$ cat config.mk
export PLATFORM = sky130hd
export DESIGN_NAME = timer_dev_flat
export DESIGN_NICKNAME = d
export VERILOG_FILES = /design/src/rtl/timer_dev_pkg.sv /design/src/rtl/timer_dev_if.sv /design/src/rtl/timer_dev_core.sv /design/src/rtl/timer_dev.sv /design/src/flat_wrapper.sv
export SDC_FILE = /design/constraint.sdc
export NUM_CORES = 1
export LEC_CHECK = 0
export BUFFER_PORTS_ARGS = -buffer_cell sky130_fd_sc_hd__buf_4
export CORE_ASPECT_RATIO = 1.1
export CORE_MARGIN = 5
export CORE_UTILIZATION = 58
export DETAILED_ROUTE_END_ITERATION = 7
export PLACE_DENSITY_LB_ADDON = 0.1
export RECOVER_POWER = 25
export SYNTH_ARGS = -nofsm -noshare
export SYNTH_HDL_FRONTEND = slang
export SYNTH_SLANG_ARGS = --single-unit
$ cat constraint.sdc
create_clock -name Clk -period 5.3 [get_ports Clk]
set_clock_uncertainty 0.2 [all_clocks]
set_input_delay 0.265 -clock Clk [delete_from_list [all_inputs] [get_ports Clk]]
set_output_delay 0.265 -clock Clk [all_outputs]
set_load 0.03 [all_outputs]
$ cat src/rtl/timer_dev_pkg.sv
// rtl/timer_dev_pkg.sv - shared constants and types for the countdown timer
package timer_dev_pkg;

  localparam logic [31:0] DEFAULT_BASE = 32'h0000_7F00;

  localparam logic [31:0] OFF_CTRL   = 32'h0;
  localparam logic [31:0] OFF_PRESET = 32'h4;
  localparam logic [31:0] OFF_COUNT  = 32'h8;

  localparam int CTRL_EN_BIT   = 0;
  localparam int CTRL_MODE_LSB = 1;
  localparam int CTRL_IM_BIT   = 3;

  localparam logic [1:0] MODE_ONESHOT = 2'b00;
  localparam logic [1:0] MODE_RELOAD  = 2'b01;

  typedef enum logic [1:0] {
    ST_IDLE = 2'b00,
    ST_LOAD = 2'b01,
    ST_CNT  = 2'b10,
    ST_INT  = 2'b11
  } state_e;

endpackage

$ cat src/rtl/timer_dev_if.sv
// rtl/timer_dev_if.sv - processor-bridge bus bundle for one timer instance
interface timer_dev_if;
  logic [29:0] Addr;
  logic [31:0] WD;
  logic        We;
  logic [31:0] RD;
  logic        IRQ;

  modport master (output Addr, WD, We, input RD, IRQ);
  modport slave  (input Addr, WD, We, output RD, IRQ);
endinterface

$ cat src/rtl/timer_dev_core.sv
// rtl/timer_dev_core.sv - countdown state machine owning COUNT and the pending flag
module timer_core
  import timer_dev_pkg::*;
(
  input  logic        Clk,
  input  logic        Reset,
  input  logic        en_i,
  input  logic [1:0]  mode_i,
  input  logic [31:0] preset_i,
  input  logic        ctrl_wr_i,
  output logic [31:0] count_o,
  output logic        pend_o,
  output logic        en_clr_o
);

  state_e      state_q, state_d;
  logic [31:0] count_q, count_d;
  logic        pend_q, pend_d;
  logic        pend_set, pend_clr;

  always_ff @(posedge Clk or negedge Reset) begin
    if (!Reset) begin
      state_q <= ST_IDLE;
      count_q <= 32'h0;
      pend_q  <= 1'b0;
    end else begin
      state_q <= state_d;
      count_q <= count_d;
      pend_q  <= pend_d;
    end
  end

  always_comb begin
    state_d  = state_q;
    count_d  = count_q;
    pend_set = 1'b0;
    pend_clr = 1'b0;
    en_clr_o = 1'b0;
    case (state_q)
      ST_IDLE: if (en_i) state_d = ST_LOAD;
      ST_LOAD: begin
        count_d = preset_i;
        state_d = ST_CNT;
      end
      ST_CNT: begin
        if (!en_i) begin
          state_d = ST_IDLE;
        end else if (count_q > 32'd1) begin
          count_d = count_q - 32'd1;
        end else begin
          // A preset of 0 lands here too, so it expires like a preset of 1
          count_d  = 32'h0;
          pend_set = 1'b1;
          state_d  = ST_INT;
        end
      end
      ST_INT: begin
        if (mode_i == MODE_RELOAD) begin
          pend_clr = 1'b1;
          state_d  = ST_LOAD;
        end else begin
          en_clr_o = 1'b1;
          state_d  = ST_IDLE;
        end
      end
      default: state_d = ST_IDLE;
    endcase
  end

  // Expiry beats a simultaneous CTRL write so the interrupt is never lost
  always_comb begin
    pend_d = pend_q;
    if (ctrl_wr_i || pend_clr) pend_d = 1'b0;
    if (pend_set)              pend_d = 1'b1;
  end

  assign count_o = count_q;
  assign pend_o  = pend_q;

endmodule

$ cat src/rtl/timer_dev.sv
// rtl/timer_dev.sv - memory-mapped countdown timer: bus decode, CTRL/PRESET registers, read mux
module timer_dev
  import timer_dev_pkg::*;
#(
  parameter logic [31:0] BASE = DEFAULT_BASE
) (
  input  logic        Clk,
  input  logic        Reset,
  timer_dev_if.slave  bus
);

  logic        en_q, en_d;
  logic [1:0]  mode_q, mode_d;
  logic        im_q, im_d;
  logic [31:0] preset_q, preset_d;
  logic [31:0] count;
  logic        pend, en_clr;
  logic [31:0] byte_addr;
  logic        sel_ctrl, sel_preset, sel_count;
  logic        ctrl_wr, preset_wr;

  assign byte_addr  = {bus.Addr, 2'b00};
  assign sel_ctrl   = (byte_addr == BASE + OFF_CTRL);
  assign sel_preset = (byte_addr == BASE + OFF_PRESET);
  assign sel_count  = (byte_addr == BASE + OFF_COUNT);
  assign ctrl_wr    = bus.We & sel_ctrl;
  assign preset_wr  = bus.We & sel_preset;

  always_ff @(posedge Clk or negedge Reset) begin
    if (!Reset) begin
      en_q     <= 1'b0;
      mode_q   <= MODE_ONESHOT;
      im_q     <= 1'b0;
      preset_q <= 32'h0;
    end else begin
      en_q     <= en_d;
      mode_q   <= mode_d;
      im_q     <= im_d;
      preset_q <= preset_d;
    end
  end

  // A software CTRL write overrides the one-shot auto-disable on the same edge
  always_comb begin
    en_d     = en_q;
    mode_d   = mode_q;
    im_d     = im_q;
    preset_d = preset_q;
    if (ctrl_wr) begin
      en_d   = bus.WD[CTRL_EN_BIT];
      mode_d = bus.WD[CTRL_MODE_LSB +: 2];
      im_d   = bus.WD[CTRL_IM_BIT];
    end else if (en_clr) begin
      en_d = 1'b0;
    end
    if (preset_wr) preset_d = bus.WD;
  end

  timer_core u_core (
    .Clk       (Clk),
    .Reset     (Reset),
    .en_i      (en_q),
    .mode_i    (mode_q),
    .preset_i  (preset_q),
    .ctrl_wr_i (ctrl_wr),
    .count_o   (count),
    .pend_o    (pend),
    .en_clr_o  (en_clr)
  );

  always_comb begin
    bus.RD = 32'h0;
    if (sel_ctrl)   bus.RD = {28'h0, im_q, mode_q, en_q};
    if (sel_preset) bus.RD = preset_q;
    if (sel_count)  bus.RD = count;
  end

  assign bus.IRQ = pend & im_q;

endmodule

$ cat src/flat_wrapper.sv
// flat-port wrapper written by rule: the top's interface ports become plain ports
module timer_dev_flat import timer_dev_pkg::*;
#(
  parameter logic [31:0] BASE = DEFAULT_BASE
)
  (Clk, Reset, bus_Addr, bus_WD, bus_We, bus_RD, bus_IRQ);
  timer_dev_if bus_i ();
  input  logic Clk;
  input  logic Reset;
  input wire logic [$bits(bus_i.Addr)-1:0] bus_Addr;
  input wire logic [$bits(bus_i.WD)-1:0] bus_WD;
  input wire logic [$bits(bus_i.We)-1:0] bus_We;
  output wire logic [$bits(bus_i.RD)-1:0] bus_RD;
  output wire logic [$bits(bus_i.IRQ)-1:0] bus_IRQ;
  assign bus_i.Addr = bus_Addr;
  assign bus_i.WD = bus_WD;
  assign bus_i.We = bus_We;
  assign bus_RD = bus_i.RD;
  assign bus_IRQ = bus_i.IRQ;
  timer_dev #(.BASE(BASE)) u_core (.Clk(Clk), .Reset(Reset), .bus(bus_i));
endmodule
# Word level (Yosys, flattened, before mapping)
# Cells that the tools add are included.
[totals]
ff_bits = 71
latch_bits = 0
ram_bits = 0
romBits = 0
inputBits = 65
output_inout_bits = 33
memories = 0
[classes]
addsub = 1
n_mul = 0
n_div = 0
magnitude_cmp = 1
n_eq_ne = 10
n_shift = 0
mux = 22
bitwise_logic = 3
n_reduce_logical = 7
[ops]
columns = ["operator", "n"]
rows = [
  ["two-way mux 32 bit", 4],
  ["equality test 30 x 13 -> 1 bit (second input constant)", 3],
  ["case mux 32 bit (2 select lines)", 1],
  ["greater-than comparator 32 x 1 -> 1 bit (second input constant)", 1],
  ["subtractor 32 x 1 -> 32 bit (second input constant)", 1],
  ["two-way mux 1 bit", 12],
  ["case mux 2 bit (4 select lines)", 1],
  ["two-way mux 2 bit", 3],
  ["nonzero test 2 bit", 3],
  ["equality test 2 x 1 -> 1 bit (second input constant)", 2],
  ["equality test 2 bit (second input constant)", 2],
  ["two-way mux 4 bit", 1],
  ["inequality test 2 x 1 -> 1 bit (second input constant)", 2],
  ["AND reduction 2 bit", 2],
  ["AND 1 bit", 3],
  ["inequality test 3 bit (second input constant)", 1],
  ["zero test 2 bit", 1],
  ["logical OR 1 bit", 1],
]

# Depth between registers and ports, before layout
[logic_depth]
depth_word = 6
ltp_mapped = 8
mapped_depth_nobuf = 7

# Modules after synthesis
# A second synthesis with hierarchy kept.
[hier_totals]
hier_cells = 427
hier_area_um2 = 4372.9
[by_module_without_submodules]
columns = ["mod", "instances", "cells_per_inst", "area_per_inst_um2"]
rows = [
  ["timer_core", 1, 243, 2253.4],
  ["timer_dev", 1, 184, 2119.5],
]

# Worst setup path after synthesis
# Ideal clock, no wire load.
[synth_timing]
kind = "flip-flop to flip-flop"
startpoint = "reg u_core.u_core.count_q[17], in the netlist u_core.u_core.count_o[17]"
endpoint = "reg u_core.u_core.count_q[19], in the netlist u_core.u_core.count_o[19]"
setup_time_ps = 126
arrival_ps = 2434
required_time_ps = 4974
path_slack_ps = 2540
path_stages_with_launch = 8
synth_period_minus_slack_ps = 2760
cell_sequence = "dfrtp_1 or3_1 clkbuf_1 or4_4 o31ai_2 buf_2 o22ai_1 a221o_1"
[synth_between]
elab_chain_len = 4
word_cells_on_any_way = 5
classes_between = "add/sub: 1; order compare: 1; mux: 3"
[synth_rtl]
columns = ["item", "line", "text"]
rows = [
  ["start, declared", "timer_dev_core.sv:17", "logic [31:0] count_q, count_d;"],
  ["start signal, assigned", "timer_dev_core.sv:28", "count_q <= count_d;"],
  ["subtractor 32 x 1 -> 32 bit or greater-than comparator 32 x 1 -> 1 bit (tied branches)", "timer_dev_core.sv:49, timer_dev_core.sv:48", ""],
  ["two-way mux 32 bit (*)", "timer_dev_core.sv:48", "end else if (count_q > 32'd1) begin"],
  ["two-way mux 32 bit (*)", "timer_dev_core.sv:46", "if (!en_i) begin"],
  ["case mux 32 bit (2 select lines) (*)", "timer_dev_core.sv:39", "case (state_q)"],
]
# Every way passes the cells marked *; elsewhere a longest branch is shown, timed or not. The select of a mux whose other input is x is not followed.
# A chain may end at the register's enable or synchronous reset.

# Worst setup path in the final report
[layout_timing]
startpoint = "reg u_core.u_core.count_q[12], in the netlist u_core.u_core.count_o[12]"
endpoint = "reg u_core.u_core.count_q[14], in the netlist u_core.u_core.count_o[14]"
# The elaborated chain is that of the path after synthesis.

==> reports/summary.txt <==
port bufs: 97
worst r2r src: u_core.u_core.count_o[12]$_DFFE_PN0P_
total routed wirelength: 11,200 um
Hold Crit Class: input pin to flip-flop
Place WS: 1880 ps
synth cell count leaders: dfrtp_1, mux2_2, a22o_1, clkbuf_1, nand2_1
Worst Setup SP: u_core.u_core.count_o[12]$_DFFE_PN0P_
Final Cycle Share: 65.7%
GP Congestion: 0.884
Initial Utilization: 58.4%
Seq/Total Area, Yosys: 43.9%
vias in the first global route: 3,899
worst vdd ir: 0.172 mV
Max Fanout on Critical Path: 17
Slew Limit Fails: 0
number of clock buffers inserted by TritonCTS: 9
metal2 WL: 5740 um
Final min period: 3480 ps
Fmax achieved: 287 MHz
TritonCTS clock tree: yes
ranking of synthesized cells by area: dfrtp_1, mux2_2, a22o_1, nand3_1, clkbuf_1
initial antenna violation count: 0
fraction of registers with async set/reset: 100%
PwrDens: 221 nW/um2
leakage: 0.00266 uW
Met1 Wirelength: 4680 um
status: finished, final reports clean
Setup TNS: 0 ps
via count: 3,852
Top Ports: 98
Root Driver: clkbuf_8
Ant. Diodes: 0
clock-pin slew of the registers on the worst-case setup and hold paths: 70 ps
share of layout cells above drive strength 1: 31.8%
Initial DRC Count: 265
number of unique standard cell types used by synthesis: 55
cell area after synthesis: 4050 um2
Crit Path Category: flip-flop to flip-flop
Worst EP arrival: 3510 ps
post-route ant nets: 0
largest net degree at the start of global routing: 72
CP Capture Type: flip-flop
htree depth: 3
RSZ-0062 raised after global routing: false
dominant synthesized flop cell: dfrtp_1
syn nets: 463
Layout fillers: 470
layout net count: 581
Worst-Margin Slew: 1180 ps
top sig layer: met4
die width: 89.6 um
Avg Vias per Cell: 6.38
top cell type's share of synthesized area: 43.9%
Syn Inst Count: 396
most common cell in the netlist: dfrtp_1
PostCTS Resize Cnt: 0
DR WL/cell: 18.6 um
worst-skew pair later-pin latency: 340 ps
Post-synth EDFFs: 0
HPWL Detailed: 7380 um
Critical Path RT: 5320 ps
Max Cap Violations: 0
Congestion Overflow GR: 0
core box area: 6930 um2
Initial DRT Pass Iterations: 5
die height: 97.6 um
leading area contributor after synthesis: dfrtp_1
clk sinks: 71
Synth Area per Inst: 10.2 um2
Synth Register Bits: 71
DRC: 0
worst setup margin: 1820 ps
Placement Rows: 32
Max clock buf depth: 2
Fin. Hold Viols: 0
Hold Crit Start: bus_We
CP startpoint kind: flip-flop
first-pass GRT wire length: 18,300 um
Die Area: 8750 um2
Rel. slew slack: 20.7%
Total Routing Usage GR: 26.3%
Ys Warns: 0
final setup vio count: 0
synthesis-to-finish area growth: 33.5%
metal3 WL: 720 um
==> critical path: stages, from the launching register on <==
cell	delay, ps
dfrtp_1	440
or4_1	660
or3_4	510
o31ai_2	990
o21ai_0	220
a221o_1	340
==> kinds of logic after synthesis <==
| logic type | share of synthesized area (%) |
|---|---|
| AOI/OAI and AO/OA | 22.4 |
| muxes | 11.1 |
| adders and majority gates | 0.618 |
| buffers and inverters | 3.71 |
| and+or+nand+nor | 18.3 |
| DFF | 43.9 |
==> repair_timing <==
| item | in CTS | in global routing |
|---|---|---|
| setup buffers | 0 | 0 |
| endpoints found under the setup margin | 0 | 0 |
| hold buffers | 33 | 0 |
| endpoints found under the hold margin | 107 | 0 |
==> routing by layer <==
metal  track usage [%]  vias to the layer above
met5                 0                        -
li1                  -                     1792
met1              34.3                     1888
met2              44.5                      162
met4              7.67                        0
met3              3.73                       10
==> stage by stage <==
| stage | std cells | total power (uW) | cell area (um2) | hold slack (ps) | util, % |
|---|---|---|---|---|---|
| global placement | 555 | 602 | 4810 | 249 | 69.4 |
| CTS | 604 | 1200 | 5410 | 214 | 78.1 |
| global route | 604 | 1230 | 5400 | 266 | 78.0 |
| floorplan | 396 | 556 | 4050 | -231 | - |
| finish | 604 | 1190 | 5400 | 222 | 78.0 |
| detailed placement | 555 | 603 | 4810 | 255 | 69.4 |
==> layout make-up <==
type	instances	area [um2]	share of cell area, %
sequential	71	1780	32.9
clock inverter	5	129	2.38
tap	85	106	1.97
multi-input combinational	288	2120	39.3
clock buffer	11	141	2.62
timing repair buffer	135	1090	20.2
inverter	9	33.8	0.625
==> where the power goes <==
part,switching (uW),internal (uW)
Sequential,0.0000840,541
Clock,207,374
Combinational,22.6,47.3
==> path summary, 6_finish.rpt <==
kind	to	depth (start not counted)	slack, ps
min reg2reg	u_core.u_core.pend_o$_DFFE_PN0P_	1	330
max in group asynchronous	u_core.en_q$_DFFE_PN0P_	2	3930
max reg2reg	u_core.u_core.count_o[14]$_DFFE_PN0P_	5	1820
max	u_core.u_core.count_o[14]$_DFFE_PN0P_	5	1820
min in group asynchronous	u_core.preset_q[11]$_DFFE_PN0P_	2	400
min	u_core.en_q$_DFFE_PN0P_	3	220
==> placed cells by master, fill, tap and decap left out, types with 4 or more instances in the layout <==
cell	count
nor4_1	7
dfrtp_1	71
nand3_1	18
nor3_1	10
o21ai_0	16
a21oi_1	6
a22o_1	36
o2bb2ai_1	4
buf_4	101
or3_1	14
clkbuf_8	10
o31ai_1	5
inv_1	9
bufinv_16	4
o311ai_0	6
dlygate4sd3_1	33
a22oi_1	11
or4_1	8
nand2_1	24
o31a_1	4
nand4_1	5
nor2_1	15
mux2_2	39
==> state kept, by name (all words and copies together), names as in the netlist <==
register / cells
u_core.preset_q: 32
u_core.im_q: 1
u_core.u_core.state_q: 2
u_core.u_core.count_o: 32
u_core.u_core.pend_o: 1
u_core.en_q: 1
u_core.mode_q: 2
(Power assumes the default switching activity.)
